==> src/rtl/pixel_nbhd_bram_addr_gen_if.sv <==
// Request / beat bundle between the labelling FSM, the neighbourhood
// address generator and the image BRAM read port.
interface pixel_nbhd_bram_addr_gen_if #(
  parameter int ROW_W  = 9,
  parameter int COL_W  = 9,
  parameter int ADDR_W = 13,
  parameter int BIT_W  = 5
);
  logic              i_req_valid;
  logic              o_req_ready;
  logic [ROW_W-1:0]  i_row;
  logic [COL_W-1:0]  i_col;
  logic              i_abort;
  logic              o_valid;
  logic              i_ready;
  logic [ADDR_W-1:0] o_addr;
  logic [BIT_W-1:0]  o_bit;
  logic [3:0]        o_nidx;
  logic              o_last;
  logic              o_err;

  modport master (
    output i_req_valid, i_row, i_col, i_abort, i_ready,
    input  o_req_ready, o_valid, o_addr, o_bit, o_nidx, o_last, o_err
  );

  modport slave (
    input  i_req_valid, i_row, i_col, i_abort, i_ready,
    output o_req_ready, o_valid, o_addr, o_bit, o_nidx, o_last, o_err
  );
endinterface

==> src/rtl/pixel_nbhd_bram_addr_gen.sv <==
// Emits BRAM word address / bit offset for each in-image neighbour of an
// accepted centre pixel, one valid/ready beat at a time, in raster order.
module pixel_nbhd_bram_addr_gen #(
  parameter int IMG_ROWS      = 512,
  parameter int IMG_COLS      = 512,
  parameter int ROW_W         = 9,
  parameter int COL_W         = 9,
  parameter int WORD_W        = 32,
  parameter int WORDS_PER_ROW = 16,
  parameter int ADDR_W        = 13,
  parameter int CONN          = 8
) (
  input logic                      i_clk,
  input logic                      i_rstn,
  pixel_nbhd_bram_addr_gen_if.slave bus
);

  localparam int BIT_W = $clog2(WORD_W);
  localparam int WPR_W = $clog2(WORDS_PER_ROW);
  // Two extra bits: one for the sign, one so r == IMG_ROWS stays positive.
  localparam int RW = ROW_W + 2;
  localparam int CW = COL_W + 2;

  localparam logic [8:0]              CONN_MASK = (CONN == 4) ? 9'b0_1011_1010 : 9'b1_1111_1111;
  localparam logic signed [RW-1:0]    ONE_R     = {{(RW-1){1'b0}}, 1'b1};
  localparam logic signed [CW-1:0]    ONE_C     = {{(CW-1){1'b0}}, 1'b1};
  localparam logic signed [RW-1:0]    ZERO_R    = {RW{1'b0}};
  localparam logic signed [CW-1:0]    ZERO_C    = {CW{1'b0}};
  localparam logic signed [RW-1:0]    ROWS_S    = RW'(IMG_ROWS);
  localparam logic signed [CW-1:0]    COLS_S    = CW'(IMG_COLS);
  localparam logic [ROW_W:0]          ROWS_U    = (ROW_W + 1)'(IMG_ROWS);
  localparam logic [COL_W:0]          COLS_U    = (COL_W + 1)'(IMG_COLS);

  typedef enum logic [1:0] {
    S_IDLE = 2'd0,
    S_ERR  = 2'd1,
    S_EMIT = 2'd2
  } state_t;

  function automatic logic signed [RW-1:0] nbr_row(input logic [ROW_W-1:0] row, input logic [3:0] idx);
    logic signed [RW-1:0] base;
    base = $signed({2'b00, row});
    case (idx)
      4'd0, 4'd1, 4'd2: nbr_row = base - ONE_R;
      4'd3, 4'd4, 4'd5: nbr_row = base;
      default:          nbr_row = base + ONE_R;
    endcase
  endfunction

  function automatic logic signed [CW-1:0] nbr_col(input logic [COL_W-1:0] col, input logic [3:0] idx);
    logic signed [CW-1:0] base;
    base = $signed({2'b00, col});
    case (idx)
      4'd0, 4'd3, 4'd6: nbr_col = base - ONE_C;
      4'd1, 4'd4, 4'd7: nbr_col = base;
      default:          nbr_col = base + ONE_C;
    endcase
  endfunction

  function automatic logic [8:0] legal_mask(input logic [ROW_W-1:0] row, input logic [COL_W-1:0] col);
    logic [8:0]           m;
    logic signed [RW-1:0] r;
    logic signed [CW-1:0] c;
    m = 9'd0;
    for (int i = 0; i < 9; i++) begin
      r    = nbr_row(row, 4'(i));
      c    = nbr_col(col, 4'(i));
      m[i] = CONN_MASK[i] && (r >= ZERO_R) && (r < ROWS_S) && (c >= ZERO_C) && (c < COLS_S);
    end
    return m;
  endfunction

  function automatic logic [3:0] first_idx(input logic [8:0] mask);
    logic [3:0] res;
    res = 4'd4;
    for (int i = 8; i >= 0; i--) begin
      if (mask[i]) res = 4'(i);
    end
    return res;
  endfunction

  function automatic logic [3:0] next_idx(input logic [8:0] mask, input logic [3:0] cur);
    logic [3:0] res;
    res = cur;
    for (int i = 8; i >= 0; i--) begin
      if (mask[i] && (4'(i) > cur)) res = 4'(i);
    end
    return res;
  endfunction

  function automatic logic is_last(input logic [8:0] mask, input logic [3:0] cur);
    logic res;
    res = 1'b1;
    for (int i = 0; i < 9; i++) begin
      if (mask[i] && (4'(i) > cur)) res = 1'b0;
    end
    return res;
  endfunction

  function automatic logic [ADDR_W-1:0] beat_addr(input logic [ROW_W-1:0] row, input logic [COL_W-1:0] col,
                                                  input logic [3:0] idx);
    logic signed [RW-1:0] r;
    logic signed [CW-1:0] c;
    r = nbr_row(row, idx);
    c = nbr_col(col, idx);
    return (ADDR_W'(r[ROW_W-1:0]) << WPR_W) | ADDR_W'(c[COL_W-1:0] >> BIT_W);
  endfunction

  function automatic logic [BIT_W-1:0] beat_bit(input logic [COL_W-1:0] col, input logic [3:0] idx);
    logic signed [CW-1:0] c;
    c = nbr_col(col, idx);
    return c[BIT_W-1:0];
  endfunction

  state_t             state_r, state_s;
  logic [ROW_W-1:0]   row_r, row_s;
  logic [COL_W-1:0]   col_r, col_s;
  logic [8:0]         mask_r, mask_s, in_mask_s;
  logic [3:0]         nidx_r, nidx_s, first_s, adv_s;
  logic               valid_r, valid_s;
  logic [ADDR_W-1:0]  addr_r, addr_s;
  logic [BIT_W-1:0]   bit_r, bit_s;
  logic               last_r, last_s;
  logic               err_r, err_s;
  logic               out_of_range_s;

  // State register.
  always_ff @(posedge i_clk or negedge i_rstn) begin
    if (!i_rstn) begin
      state_r <= S_IDLE;
    end else begin
      state_r <= state_s;
    end
  end

  // Next state and next registered outputs; the beat is held unless it is consumed.
  always_comb begin
    state_s        = state_r;
    row_s          = row_r;
    col_s          = col_r;
    mask_s         = mask_r;
    nidx_s         = nidx_r;
    valid_s        = valid_r;
    addr_s         = addr_r;
    bit_s          = bit_r;
    last_s         = last_r;
    err_s          = 1'b0;
    in_mask_s      = legal_mask(bus.i_row, bus.i_col);
    first_s        = first_idx(in_mask_s);
    adv_s          = next_idx(mask_r, nidx_r);
    out_of_range_s = ({1'b0, bus.i_row} >= ROWS_U) || ({1'b0, bus.i_col} >= COLS_U);
    case (state_r)
      S_IDLE: begin
        valid_s = 1'b0;
        last_s  = 1'b0;
        if (bus.i_req_valid) begin
          if (out_of_range_s) begin
            state_s = S_ERR;
            err_s   = 1'b1;
          end else begin
            state_s = S_EMIT;
            row_s   = bus.i_row;
            col_s   = bus.i_col;
            mask_s  = in_mask_s;
            nidx_s  = first_s;
            valid_s = 1'b1;
            addr_s  = beat_addr(bus.i_row, bus.i_col, first_s);
            bit_s   = beat_bit(bus.i_col, first_s);
            last_s  = is_last(in_mask_s, first_s);
          end
        end else begin
          state_s = S_IDLE;
        end
      end
      S_ERR: begin
        state_s = S_IDLE;
      end
      S_EMIT: begin
        if (bus.i_abort) begin
          state_s = S_IDLE;
          valid_s = 1'b0;
          last_s  = 1'b0;
        end else if (bus.i_ready) begin
          if (last_r) begin
            state_s = S_IDLE;
            valid_s = 1'b0;
            last_s  = 1'b0;
          end else begin
            nidx_s = adv_s;
            addr_s = beat_addr(row_r, col_r, adv_s);
            bit_s  = beat_bit(col_r, adv_s);
            last_s = is_last(mask_r, adv_s);
          end
        end else begin
          state_s = S_EMIT;
        end
      end
      default: begin
        state_s = S_IDLE;
        valid_s = 1'b0;
        last_s  = 1'b0;
      end
    endcase
  end

  // Datapath and output registers.
  always_ff @(posedge i_clk or negedge i_rstn) begin
    if (!i_rstn) begin
      row_r   <= {ROW_W{1'b0}};
      col_r   <= {COL_W{1'b0}};
      mask_r  <= 9'd0;
      nidx_r  <= 4'd0;
      valid_r <= 1'b0;
      addr_r  <= {ADDR_W{1'b0}};
      bit_r   <= {BIT_W{1'b0}};
      last_r  <= 1'b0;
      err_r   <= 1'b0;
    end else begin
      row_r   <= row_s;
      col_r   <= col_s;
      mask_r  <= mask_s;
      nidx_r  <= nidx_s;
      valid_r <= valid_s;
      addr_r  <= addr_s;
      bit_r   <= bit_s;
      last_r  <= last_s;
      err_r   <= err_s;
    end
  end

  assign bus.o_req_ready = (state_r == S_IDLE);
  assign bus.o_valid     = valid_r;
  assign bus.o_addr      = addr_r;
  assign bus.o_bit       = bit_r;
  assign bus.o_nidx      = nidx_r;
  assign bus.o_last      = last_r;
  assign bus.o_err       = err_r;

endmodule

==> src/flat_wrapper.sv <==
// flat-port wrapper written by rule: the top's interface ports become plain ports
module pixel_nbhd_bram_addr_gen_flat 
#(
  parameter int IMG_ROWS      = 512,
  parameter int IMG_COLS      = 512,
  parameter int ROW_W         = 9,
  parameter int COL_W         = 9,
  parameter int WORD_W        = 32,
  parameter int WORDS_PER_ROW = 16,
  parameter int ADDR_W        = 13,
  parameter int CONN          = 8
)
  (i_clk, i_rstn, bus_i_req_valid, bus_i_row, bus_i_col, bus_i_abort, bus_i_ready, bus_o_req_ready, bus_o_valid, bus_o_addr, bus_o_bit, bus_o_nidx, bus_o_last, bus_o_err);
  pixel_nbhd_bram_addr_gen_if #(.ROW_W(ROW_W), .COL_W(COL_W), .ADDR_W(ADDR_W), .BIT_W(5)) bus_i ();
  input logic i_clk;
  input logic i_rstn;
  input wire logic [$bits(bus_i.i_req_valid)-1:0] bus_i_req_valid;
  input wire logic [$bits(bus_i.i_row)-1:0] bus_i_row;
  input wire logic [$bits(bus_i.i_col)-1:0] bus_i_col;
  input wire logic [$bits(bus_i.i_abort)-1:0] bus_i_abort;
  input wire logic [$bits(bus_i.i_ready)-1:0] bus_i_ready;
  output wire logic [$bits(bus_i.o_req_ready)-1:0] bus_o_req_ready;
  output wire logic [$bits(bus_i.o_valid)-1:0] bus_o_valid;
  output wire logic [$bits(bus_i.o_addr)-1:0] bus_o_addr;
  output wire logic [$bits(bus_i.o_bit)-1:0] bus_o_bit;
  output wire logic [$bits(bus_i.o_nidx)-1:0] bus_o_nidx;
  output wire logic [$bits(bus_i.o_last)-1:0] bus_o_last;
  output wire logic [$bits(bus_i.o_err)-1:0] bus_o_err;
  assign bus_i.i_req_valid = bus_i_req_valid;
  assign bus_i.i_row = bus_i_row;
  assign bus_i.i_col = bus_i_col;
  assign bus_i.i_abort = bus_i_abort;
  assign bus_i.i_ready = bus_i_ready;
  assign bus_o_req_ready = bus_i.o_req_ready;
  assign bus_o_valid = bus_i.o_valid;
  assign bus_o_addr = bus_i.o_addr;
  assign bus_o_bit = bus_i.o_bit;
  assign bus_o_nidx = bus_i.o_nidx;
  assign bus_o_last = bus_i.o_last;
  assign bus_o_err = bus_i.o_err;
  pixel_nbhd_bram_addr_gen #(.IMG_ROWS(IMG_ROWS), .IMG_COLS(IMG_COLS), .ROW_W(ROW_W), .COL_W(COL_W), .WORD_W(WORD_W), .WORDS_PER_ROW(WORDS_PER_ROW), .ADDR_W(ADDR_W), .CONN(CONN)) u_core (.i_clk(i_clk), .i_rstn(i_rstn), .bus(bus_i));
endmodule
==> config.mk <==
export PLATFORM = sky130hd
export DESIGN_NAME = pixel_nbhd_bram_addr_gen_flat
export DESIGN_NICKNAME = d
export VERILOG_FILES = /design/src/rtl/pixel_nbhd_bram_addr_gen_if.sv /design/src/rtl/pixel_nbhd_bram_addr_gen.sv /design/src/flat_wrapper.sv
export SDC_FILE = /design/constraint.sdc
export NUM_CORES = 1
export LEC_CHECK = 0
export ABC_AREA = 0
export CORE_MARGIN = 4
export CORE_UTILIZATION = 40
export DETAILED_ROUTE_END_ITERATION = 10
export DONT_BUFFER_PORTS = 1
export PLACE_DENSITY_LB_ADDON = 0.08
export REMOVE_ABC_BUFFERS = 1
export SETUP_SLACK_MARGIN = 0.5
export SLEW_MARGIN = 20
export SYNTH_ARGS = -nofsm -noshare
export SYNTH_HDL_FRONTEND = slang
export SYNTH_SLANG_ARGS = --single-unit
==> constraint.sdc <==
create_clock -name i_clk -period 4 [get_ports i_clk]
set_clock_uncertainty 0.15 [all_clocks]
set_input_delay 0.8 -clock i_clk [delete_from_list [all_inputs] [get_ports i_clk]]
set_output_delay 0.8 -clock i_clk [all_outputs]
set_load 0.005 [all_outputs]
==> summary.txt, run 1 <==
Placement
  – Input/output buffers: 0
  – Half-perimeter wire length after detailed placement: 8810 um
  – Weighted congestion reported at the end of routability-driven placement: 0.885

Finish
  – Ratio of cells with drive above 1 in the final layout: 26.9%
  – Number of antenna diodes: 0
  – Post-layout net count: 597
  – Post-Route Utilization: 50.9%
  – Layout overhead on the synthesized area: 22.6%

STA
  – RSZ-0062 raised after global routing: yes
  – Pins over their slew limit: 0
  – Final hold violation count: 0
  – Min Tclk post-route: 3.72 ns
  – Max Freq: 269 MHz
  – Relative slew slack: 48.3%
  – Final worst hold slack: 0.143 ns
  – Final clock period utilization by the worst path: 92.9%
  – Post-Route Setup TNS: 0 ns
  – Final setup violation count: 0
  – Worst Max-Slew Pin Slew: 0.773 ns

Clocking
  – Clock net sink count: 51
  – Clock slew at the register clock pins of the worst setup and hold paths: 0.11 ns
  – TritonCTS clock tree: yes
  – CTS root buf: clkbuf_8
  – H-tree level count: 2
  – Worst-Skew Late Latency: 0.33 ns
  – Worst-case clock buffer depth: 2
  – Number of buffers created by CTS: 5

Synth
  – Total of flip-flops plus latches after synthesis: 51
  – Share of the synthesized area in the top cell type: 31.2%
  – Dominant cell type by area after synthesis: dfrtp_1
  – Library cells used by synthesis: 71
  – Share of the yosys chip area belonging to registers: 31.2%
  – Syn Area/Cell: 8.23 um^2
  – Most area-consuming cells after synthesis: dfrtp_1 31%, nand2_1 7.2%, ha_1 7.0%
  – Synthesis Warnings: 0
  – Post-synth top cells: 79 x nand2_1, 51 x dfrtp_1, 40 x o21ai_0, 38 x nor2_1, 31 x a21oi_1
  – EDFF count, synth: 0
  – Mapped Cells: 498
  – Asr flop ratio synth: 100%
  – Most used DFF post-synth: dfrtp_1
  – Cell with the most instances after synthesis: nand2_1
  – Syn Std Cell Area: 0.00410 mm^2

Global routing
  – Wire length of the first global-routing pass: 19700 um
  – Remaining Overflow, GRT: 0
  – Global-route total usage across every layer: 21.4%
  – Largest net degree at the start of global routing: 41
  – Initial antenna violation count: 0
  – Via count of the first global-routing pass: 3652

Drt
  – Routed WL per cell: 18.3 um
  – DR top layer: met4
  – 1st-iter DRT viols: 259
  – WL final: 12500 um
  – Remaining design rule violation count: 0
  – Post-DRT Antenna Nets: 0
  – Met2 routed wirelength: 5840 um
  – Count of vias placed by the detailed router: 3925
  – Via density per instance: 5.75
  – Wl on met1: 5910 um
  – Count of TritonRoute iterations in the first routing pass: 4
  – Total met3 wirelength after detailed routing: 499 um

Pwr
  – Total Power: 0.00374 W
  – Cell area power density: 744 mW/mm^2
  – Leakage power: 2.27 nW
  – Worst vdd ir: 0.431 mV

Setup path
  – Type of the worst setup path: flop to flop
  – Number of cells on the worst reg-to-reg path: 20
  – Startpoint of the worst-slack reg-to-reg timing path: u_core.bus.o_nidx[1]
  – Critical path fanouts, max: 4
  – Required time of the critical path: 4.10 ns
  – Reg-to-reg setup timing slack: 0.28 ns
  – Sort of element at the start of the critical path: flop
  – CP Data Arrival Time: 3.82 ns
  – Crit. End Element: flop
  – Reg2reg end: u_core.bus.o_addr[3]

Flow run
  – Maximum capacitance violations: 0

Floorplanning
  – Initial Utilization: 41.5%
  – Row count: 36
  – Total die area: 0.0119 mm^2
  – Horizontal die dimension: 109 um
  – Io pins: 49
  – Core outline area: 0.00986 mm^2
  – Die span in y: 109 um

Outcome
  – Status: complete, no violations

Worst hold path
  – Hold/Removal Path Class: input pin to async pin
worst max-delay path: stages, from the launching register on:
cell and delay [ns]:
dfrtp_2 0.44, buf_6 0.13, nand2b_1 0.17, a22oi_2 0.17
o21ai_2 0.08, buf_4 0.16, nor4_4 0.23, buf_4 0.16
nor2_2 0.03, nor2_1 0.10, buf_4 0.16, buf_4 0.12
ha_4 0.20, nor2b_2 0.15, o21ai_2 0.13, a21o_1 0.18
a21oi_2 0.08, or2_2 0.27, o22a_1 0.17, a31o_2 0.20
a31oi_1 0.15
worst max-delay path by stage:
stage,start,endpoint,depth (start not counted)
finish,u_core.bus.o_nidx[1],u_core.bus.o_addr[3],20
floorplan,bus_i_col[1],u_core.bus.o_addr[3],13
global route,u_core.bus.o_nidx[1],u_core.bus.o_addr[3],20
global placement,bus_i_col[1],u_core.bus.o_addr[3],13
detailed placement,bus_i_col[1],u_core.bus.o_addr[3],13
CTS,u_core.bus.o_nidx[2],u_core.bus.o_addr[3],19
flip-flops by register name, summed over array words and instances, names as in the netlist:
signal              count
u_core.bus.o_last       1
u_core.bus.o_valid      1
u_core.col_r            9
u_core.bus.o_addr      13
u_core.row_r            9
u_core.state_r          1
u_core.bus.o_nidx       4
u_core.bus.o_bit        5
u_core.mask_r           8
area by class of cell:
| cell class | instances | area (um^2) |
|---|---|---|
| clock buffers | 5 | 68.8 |
| repair buffers | 68 | 556 |
| flip-flops and latches | 51 | 1280 |
| multi-input cells | 409 | 2880 |
| clock inverters | 3 | 20.0 |
| well taps | 133 | 166 |
| inverters | 14 | 52.6 |
| fillers | 956 | 4840 |
routing by layer:
metal / vias to the layer above / track usage (%)
li1: 1919 / -
met1: 1922 / 30.3
met2: 68 / 33.3
met3: 16 / 4.20
met4: 0 / 6.06
met5: - / 0
metrics by stage:
step	cell area (um^2)	setup slack, ns	instances
after global placement	4440	0.0751	647
after detailed placement	4440	-0.00362	647
after global routing	5020	0.129	683
final	5020	0.285	683
after CTS	4790	0.396	671
after floorplan	3970	-0.0313	474
cells in the final DEF (no fill, tap or decap), drive strengths merged, types with 9 or more instances in the layout:
cell,Yosys,final
nor2,40,40
dfrtp,51,51
or3,12,12
mux2i,14,14
o21ai,45,45
buf,6,67
inv,13,13
a21oi,31,31
nand3,11,11
nand2,79,79
xnor2,11,11
ha,23,23
nor3,9,9
logic make-up (layout without fill, tap and decap cells):
family	after synthesis	after routing	synth area share, %
other	1	1	0.0915
muxes	16	16	4.06
DFF	51	51	31.2
buffers and inverters	38	90	4.31
xor gates and xnor gates	19	19	4.06
adders and majority gates	25	25	8.00
and+or+nand+nor	193	193	22.7
AOI/OAI and AO/OA	155	155	25.7
where the power goes:
group	internal, W	switching [W]
Combinational	0.00128	0.00129
Clock	0.000123	0.000202
Sequential	0.000677	0.000168
repair_timing:
| item | in CTS | in global routing |
|---|---|---|
| hold endpoints to repair | 40 | 0 |
| pin swaps | 17 | 24 |
| endpoints found under the setup margin | 12 | 15 |
| buffers inserted | 14 | 12 |
| resized for setup | 35 | 45 |
| hold buffers | 2 | 0 |
Power figures use the tool's default switching activity.
==> run 2, diff against run 1 <==
MAX_ROUTING_LAYER = met4   (was default)
RECOVER_POWER = 50   (was default)
clock period = 4.2 ns   (was 4 ns; I/O delays follow)
==> summary.txt, run 2 (synthesized netlist as in run 1, its figures left out) <==
STA
  – Final setup violation count: 0
  – Post-Route Setup TNS: 0 ns
  – Worst Max-Slew Pin Slew: 0.988 ns
  – Max Freq: 271 MHz
  – Relative slew slack: 34.2%
  – Final clock period utilization by the worst path: 87.9%
  – Pins over their slew limit: 0
  – Min Tclk post-route: 3.69 ns
  – Final hold violation count: 0
  – RSZ-0062 raised after global routing: yes

Setup path
  – Crit. End Element: flop
  – Ordered list of cells on the worst path: buf_6 > o311a_4 > nor4_4 > buf_4 > nor2_4 > nor2_2 > buf_6 > inv_4 > fa_2 > nor2b_2 > o21ai_2 > a21o_1 > a21oi_2 > buf_4 > o211ai_1 > a31o_2 > a31oi_1
  – Sort of element at the start of the critical path: flop
  – Type of the worst setup path: flop to flop
  – Critical path fanouts, max: 8
  – Number of cells on the worst reg-to-reg path: 17
  – CP Data Arrival Time: 3.77 ns
  – CP max stage cell: dfrtp_2
  – Required time of the critical path: 4.28 ns
  – Slowest cell delay on critical path: 0.51 ns

Drt
  – WL final: 12300 um
  – Post-DRT Antenna Nets: 0
  – 1st-iter DRT viols: 290
  – Via density per instance: 5.69
  – Count of TritonRoute iterations in the first routing pass: 4
  – Count of vias placed by the detailed router: 3800
  – Remaining design rule violation count: 0
  – Routed WL per cell: 18.4 um

Clocking
  – TritonCTS clock tree: yes
  – Worst-case clock buffer depth: 2
  – Number of buffers created by CTS: 5
  – Worst-Skew Late Latency: 0.31 ns
  – Clock slew at the register clock pins of the worst setup and hold paths: 0.10 ns
  – CTS root buf: clkbuf_8
  – Clock net sink count: 51
  – H-tree level count: 2

Floorplanning
  – Total die area: 0.0119 mm^2
  – Core outline area: 0.00986 mm^2
  – Initial Utilization: 41.5%
  – Row count: 36
  – Horizontal die dimension: 109 um
  – Die span in y: 109 um
  – Io pins: 49

Global routing
  – Global-route total usage across every layer: 21.7%
  – Remaining Overflow, GRT: 0
  – Wire length of the first global-routing pass: 19500 um
  – Initial antenna violation count: 0
  – Largest net degree at the start of global routing: 52
  – Via count of the first global-routing pass: 3672

Finish
  – Commonest non-fill, non-tap cell in the layout: nand2_1
  – Ratio of cells with drive above 1 in the final layout: 23.7%
  – Leading cell types in the layout, fill and taps excluded: 78 x nand2_1, 46 x dfrtp_1, 42 x buf_4
  – Flip-flop count of the largest register, all copies and words added: 13
  – Post-layout net count: 582
  – Number of antenna diodes: 0
  – Layout overhead on the synthesized area: 20.0%

Pwr
  – Leakage power: 2.19 nW
  – Total Power: 0.00360 W
  – Cell area power density: 732 mW/mm^2
  – Worst vdd ir: 0.363 mV

Placement
  – Input/output buffers: 0
  – Weighted congestion reported at the end of routability-driven placement: 0.884
  – Half-perimeter wire length after detailed placement: 8820 um

Worst hold path
  – Hold/Removal Path Class: input pin to async pin

Flow run
  – Maximum capacitance violations: 0

Outcome
  – Status: complete, no violations
[run 2: worst paths after layout]
path / from / to / slack, ns
max: u_core.bus.o_nidx[1] / u_core.bus.o_addr[3] / 0.51
min in group i_clk: u_core.row_r[8] / u_core.row_r[8] / 0.37
max in group asynchronous: i_rstn / u_core.mask_r[6] / 3.74
max reg2reg: u_core.bus.o_nidx[1] / u_core.bus.o_addr[3] / 0.51
min: i_rstn / u_core.bus.o_addr[10] / 0.06
min reg2reg: u_core.row_r[8] / u_core.row_r[8] / 0.37
[run 2: layout make-up]
cell class              instances  area [um^2]
well taps                     133          166
fillers                       976         4950
clock buffers                   8          100
multi-input cells             409         2890
inverters                      14         55.1
flip-flops and latches         51         1280
repair buffers                 53          418
[run 2: power breakdown]
group | internal, W | total (W) | leakage (nW) | switching [W]
clock | 0.000151 | 0.000320 | 0.0515 | 0.000169
combinational | 0.00123 | 0.00244 | 1.54 | 0.00121
sequential | 0.000645 | 0.000840 | 0.607 | 0.000195
[run 2: timing repair]
| item | 4_1_cts | 5_1_grt |
|---|---|---|
| hold buffers | 0 | 0 |
| resized for setup | 30 | 44 |
| setup buffers | 9 | 15 |
| pin swaps | 7 | 37 |
| endpoints found under the setup margin | 6 | 10 |
[run 2: critical path: cells and delay by family, from the launching register on]
| family | cells | cell delay (ns) |
|---|---|---|
| AO/OA/AOI/OAI | 7 | 1.35 |
| AND/OR/NAND/NOR | 4 | 0.55 |
| adder cells (fa/ha/maj) | 1 | 0.39 |
| buffers and inverters | 5 | 0.65 |
| flip-flops | 1 | 0.51 |
[run 2: layer usage]
metal	share of wire, %	GRT usage [%]	vias up
met5	0	-	-
met4	1.3	4.36	0
met3	4.8	3.55	12
met2	48	35.0	78
met1	45	29.0	1829
li1	-	-	1881
[run 2: metrics by stage]
step	util, %	cell area [um^2]	hold slack [ns]	worst slack [ns]	instances
floorplan	-	3970	0.299	0.129	474
global placement	44.2	4360	0.339	0.164	636
detailed placement	44.2	4360	0.340	0.108	636
CTS	46.9	4620	0.0511	0.500	653
global route	49.8	4910	0.0373	0.337	668
finish	49.8	4910	0.0601	0.507	668
==> run 3, diff against run 2 <==
PLACE_DENSITY_LB_ADDON = 0.25   (was 0.08)
clock period = 3.9 ns   (was 4.2 ns; I/O delays follow)
==> summary.txt, run 3 (synthesized netlist as in run 1, its figures left out) <==
Drt
  – Post-DRT Antenna Nets: 0
  – Via density per instance: 5.74
  – WL final: 12300 um
  – Wl on met1: 5490 um
  – Count of vias placed by the detailed router: 3941
  – Total met3 wirelength after detailed routing: 606 um
  – DR top layer: met4
  – Remaining design rule violation count: 0
  – Count of TritonRoute iterations in the first routing pass: 5
  – 1st-iter DRT viols: 388
  – Met2 routed wirelength: 5910 um
  – Routed WL per cell: 17.9 um

STA
  – RSZ-0062 raised after global routing: yes
  – Final setup violation count: 0
  – Max Freq: 271 MHz
  – Final hold violation count: 0
  – Relative slew slack: -66.8%
  – Final clock period utilization by the worst path: 94.6%
  – Worst Max-Slew Pin Slew: 2.50 ns
  – Post-Route Setup TNS: 0 ns
  – Min Tclk post-route: 3.69 ns
  – Pins over their slew limit: 52

Placement
  – Placed cell count: 644
  – Input/output buffers: 0
  – Half-perimeter wire length after detailed placement: 8520 um
  – Weighted congestion reported at the end of routability-driven placement: 1.01

Setup path
  – Required time of the critical path: 3.97 ns
  – Most used cell, CP: a21o_1
  – Slowest cell delay on critical path: 0.46 ns
  – Type of the worst setup path: flop to flop
  – Ordered list of cells on the worst path: inv_2 > buf_6 > a22oi_2 > buf_4 > a31oi_4 > or2_4 > o211ai_1 > buf_4 > inv_6 > fa_2 > a21o_1 > a21o_1 > a21o_1 > a21oi_2 > a21oi_2 > mux2i_1 > mux2i_1 > a221o_1
  – Worst Path Buf+Inv: 5
  – Crit. End Element: flop
  – Cell type group with the largest total delay on the critical path: compound AO/OA/AOI/OAI gates
  – CP max stage cell: dfrtp_2
  – Critical path fanouts, max: 7
  – Sort of element at the start of the critical path: flop
  – CP Data Arrival Time: 3.76 ns

Clocking
  – Clock slew at the register clock pins of the worst setup and hold paths: 0.10 ns
  – H-tree level count: 2
  – Worst-case clock buffer depth: 2
  – CTS root buf: clkbuf_8
  – Number of buffers created by CTS: 5
  – Clock net sink count: 51
  – TritonCTS clock tree: yes
  – Worst-Skew Late Latency: 0.32 ns

Global routing
  – Global-route total usage across every layer: 21.3%
  – Wire length of the first global-routing pass: 19500 um
  – Largest net degree at the start of global routing: 52
  – Remaining Overflow, GRT: 0
  – Via count of the first global-routing pass: 3808
  – Initial antenna violation count: 0

Finish
  – Commonest non-fill, non-tap cell in the layout: nand2_1
  – Ratio of cells with drive above 1 in the final layout: 29.1%
  – Leading cell types in the layout, fill and taps excluded: 77 x nand2_1, 61 x buf_4, 46 x dfrtp_1
  – Post-layout net count: 600
  – Layout overhead on the synthesized area: 26.1%
  – Flip-flop count of the largest register, all copies and words added: 13
  – Number of antenna diodes: 0
  – Non-filler instance count after layout: 686
  – Fillcell total: 911

Pwr
  – Cell area power density: 744 mW/mm^2
  – Worst vdd ir: 0.469 mV
  – Leakage power: 2.27 nW

Floorplanning
  – Row count: 36
  – Horizontal die dimension: 109 um
  – Io pins: 49
  – Core outline area: 0.00986 mm^2
  – Total die area: 0.0119 mm^2
  – Initial Utilization: 41.5%
  – Die span in y: 109 um

Outcome
  – Failing checks: max-capacitance violations, max-slew violations
  – Status: finished, violations left

Flow run
  – Maximum capacitance violations: 1

Worst hold path
  – Hold/Removal Path Class: flop to flop
-- run 3: changes by cell type in the layout (fill, tap and decap cells not counted), moves of 3 or more --
cell | before | now
o21ai_1 | 3 | 10
buf_4 | 42 | 61
clkbuf_1 | 3 | 0
ha_1 | 18 | 15
o21ai_0 | 36 | 28
ha_4 | 4 | 8
-- run 3: worst register-to-register path, delay by kind of cell (launching register included) --
| kind | cells | cell delay, ns |
|---|---|---|
| adders and majority gates | 1 | 0.37 |
| DFF | 1 | 0.46 |
| muxes | 2 | 0.26 |
| and+or+nand+nor | 1 | 0.25 |
| buffers and inverters | 5 | 0.58 |
| AOI/OAI and AO/OA | 9 | 1.52 |
-- run 3: path summary, 6_finish.rpt --
path	slack, ns	start	end	cells past startpoint
min	0.37	u_core.row_r[8]	u_core.row_r[8]	2
max reg2reg	0.21	u_core.bus.o_nidx[2]	u_core.bus.o_addr[12]	18
max in group asynchronous	0.73	i_rstn	u_core.bus.o_nidx[0]	1
max	0.21	u_core.bus.o_nidx[2]	u_core.bus.o_addr[12]	18
min in group asynchronous	1.27	i_rstn	u_core.bus.o_nidx[3]	1
min reg2reg	0.37	u_core.row_r[8]	u_core.row_r[8]	2
-- run 3: final cells by class --
type                    instances  area, um^2  share of cell area [%]
clock buffers                   5        68.8                    1.33
clock inverters                 3        20.0                   0.388
inverters                      14        60.1                    1.16
multi-input cells             409        3000                    58.0
flip-flops and latches         51        1280                    24.8
well taps                     133         166                    3.22
repair buffers                 71         573                    11.1
-- run 3: report_power, final --
group	total (W)	internal (W)	leakage, nW	switching [W]
registers	0.000895	0.000695	0.607	0.000200
logic	0.00263	0.00132	1.62	0.00131
clock network	0.000319	0.000125	0.0402	0.000193
-- run 3: layer usage --
metal | vias to the layer above | global-route usage (%)
met5 | - | -
met4 | 0 | 6.95
met3 | 23 | 3.79
met2 | 98 | 34.1
met1 | 1909 | 27.3
li1 | 1911 | -
-- run 3: what timing repair did --
| action | 4_1_cts | 5_1_grt |
|---|---|---|
| pin swaps | 22 | 31 |
| hold endpoints to repair | 51 | 0 |
| endpoints found under the setup margin | 15 | 17 |
| setup buffers | 13 | 20 |
| gates resized for setup | 48 | 58 |
| hold buffers | 1 | 0 |
-- run 3: per-stage QoR --
stage | util (%) | hold slack, ns | power, W | worst slack [ns] | area, um^2
after floorplan | - | 0.299 | 0.00242 | -0.111 | 3970
after global placement | 44.8 | 0.337 | 0.00296 | 0.0448 | 4420
after detailed placement | 44.8 | 0.336 | 0.00301 | -0.0203 | 4420
after CTS | 48.5 | 0.162 | 0.00361 | 0.288 | 4790
after global routing | 52.4 | 0.414 | 0.00415 | 0.0437 | 5170
final | 52.4 | 0.369 | 0.00384 | 0.210 | 5170
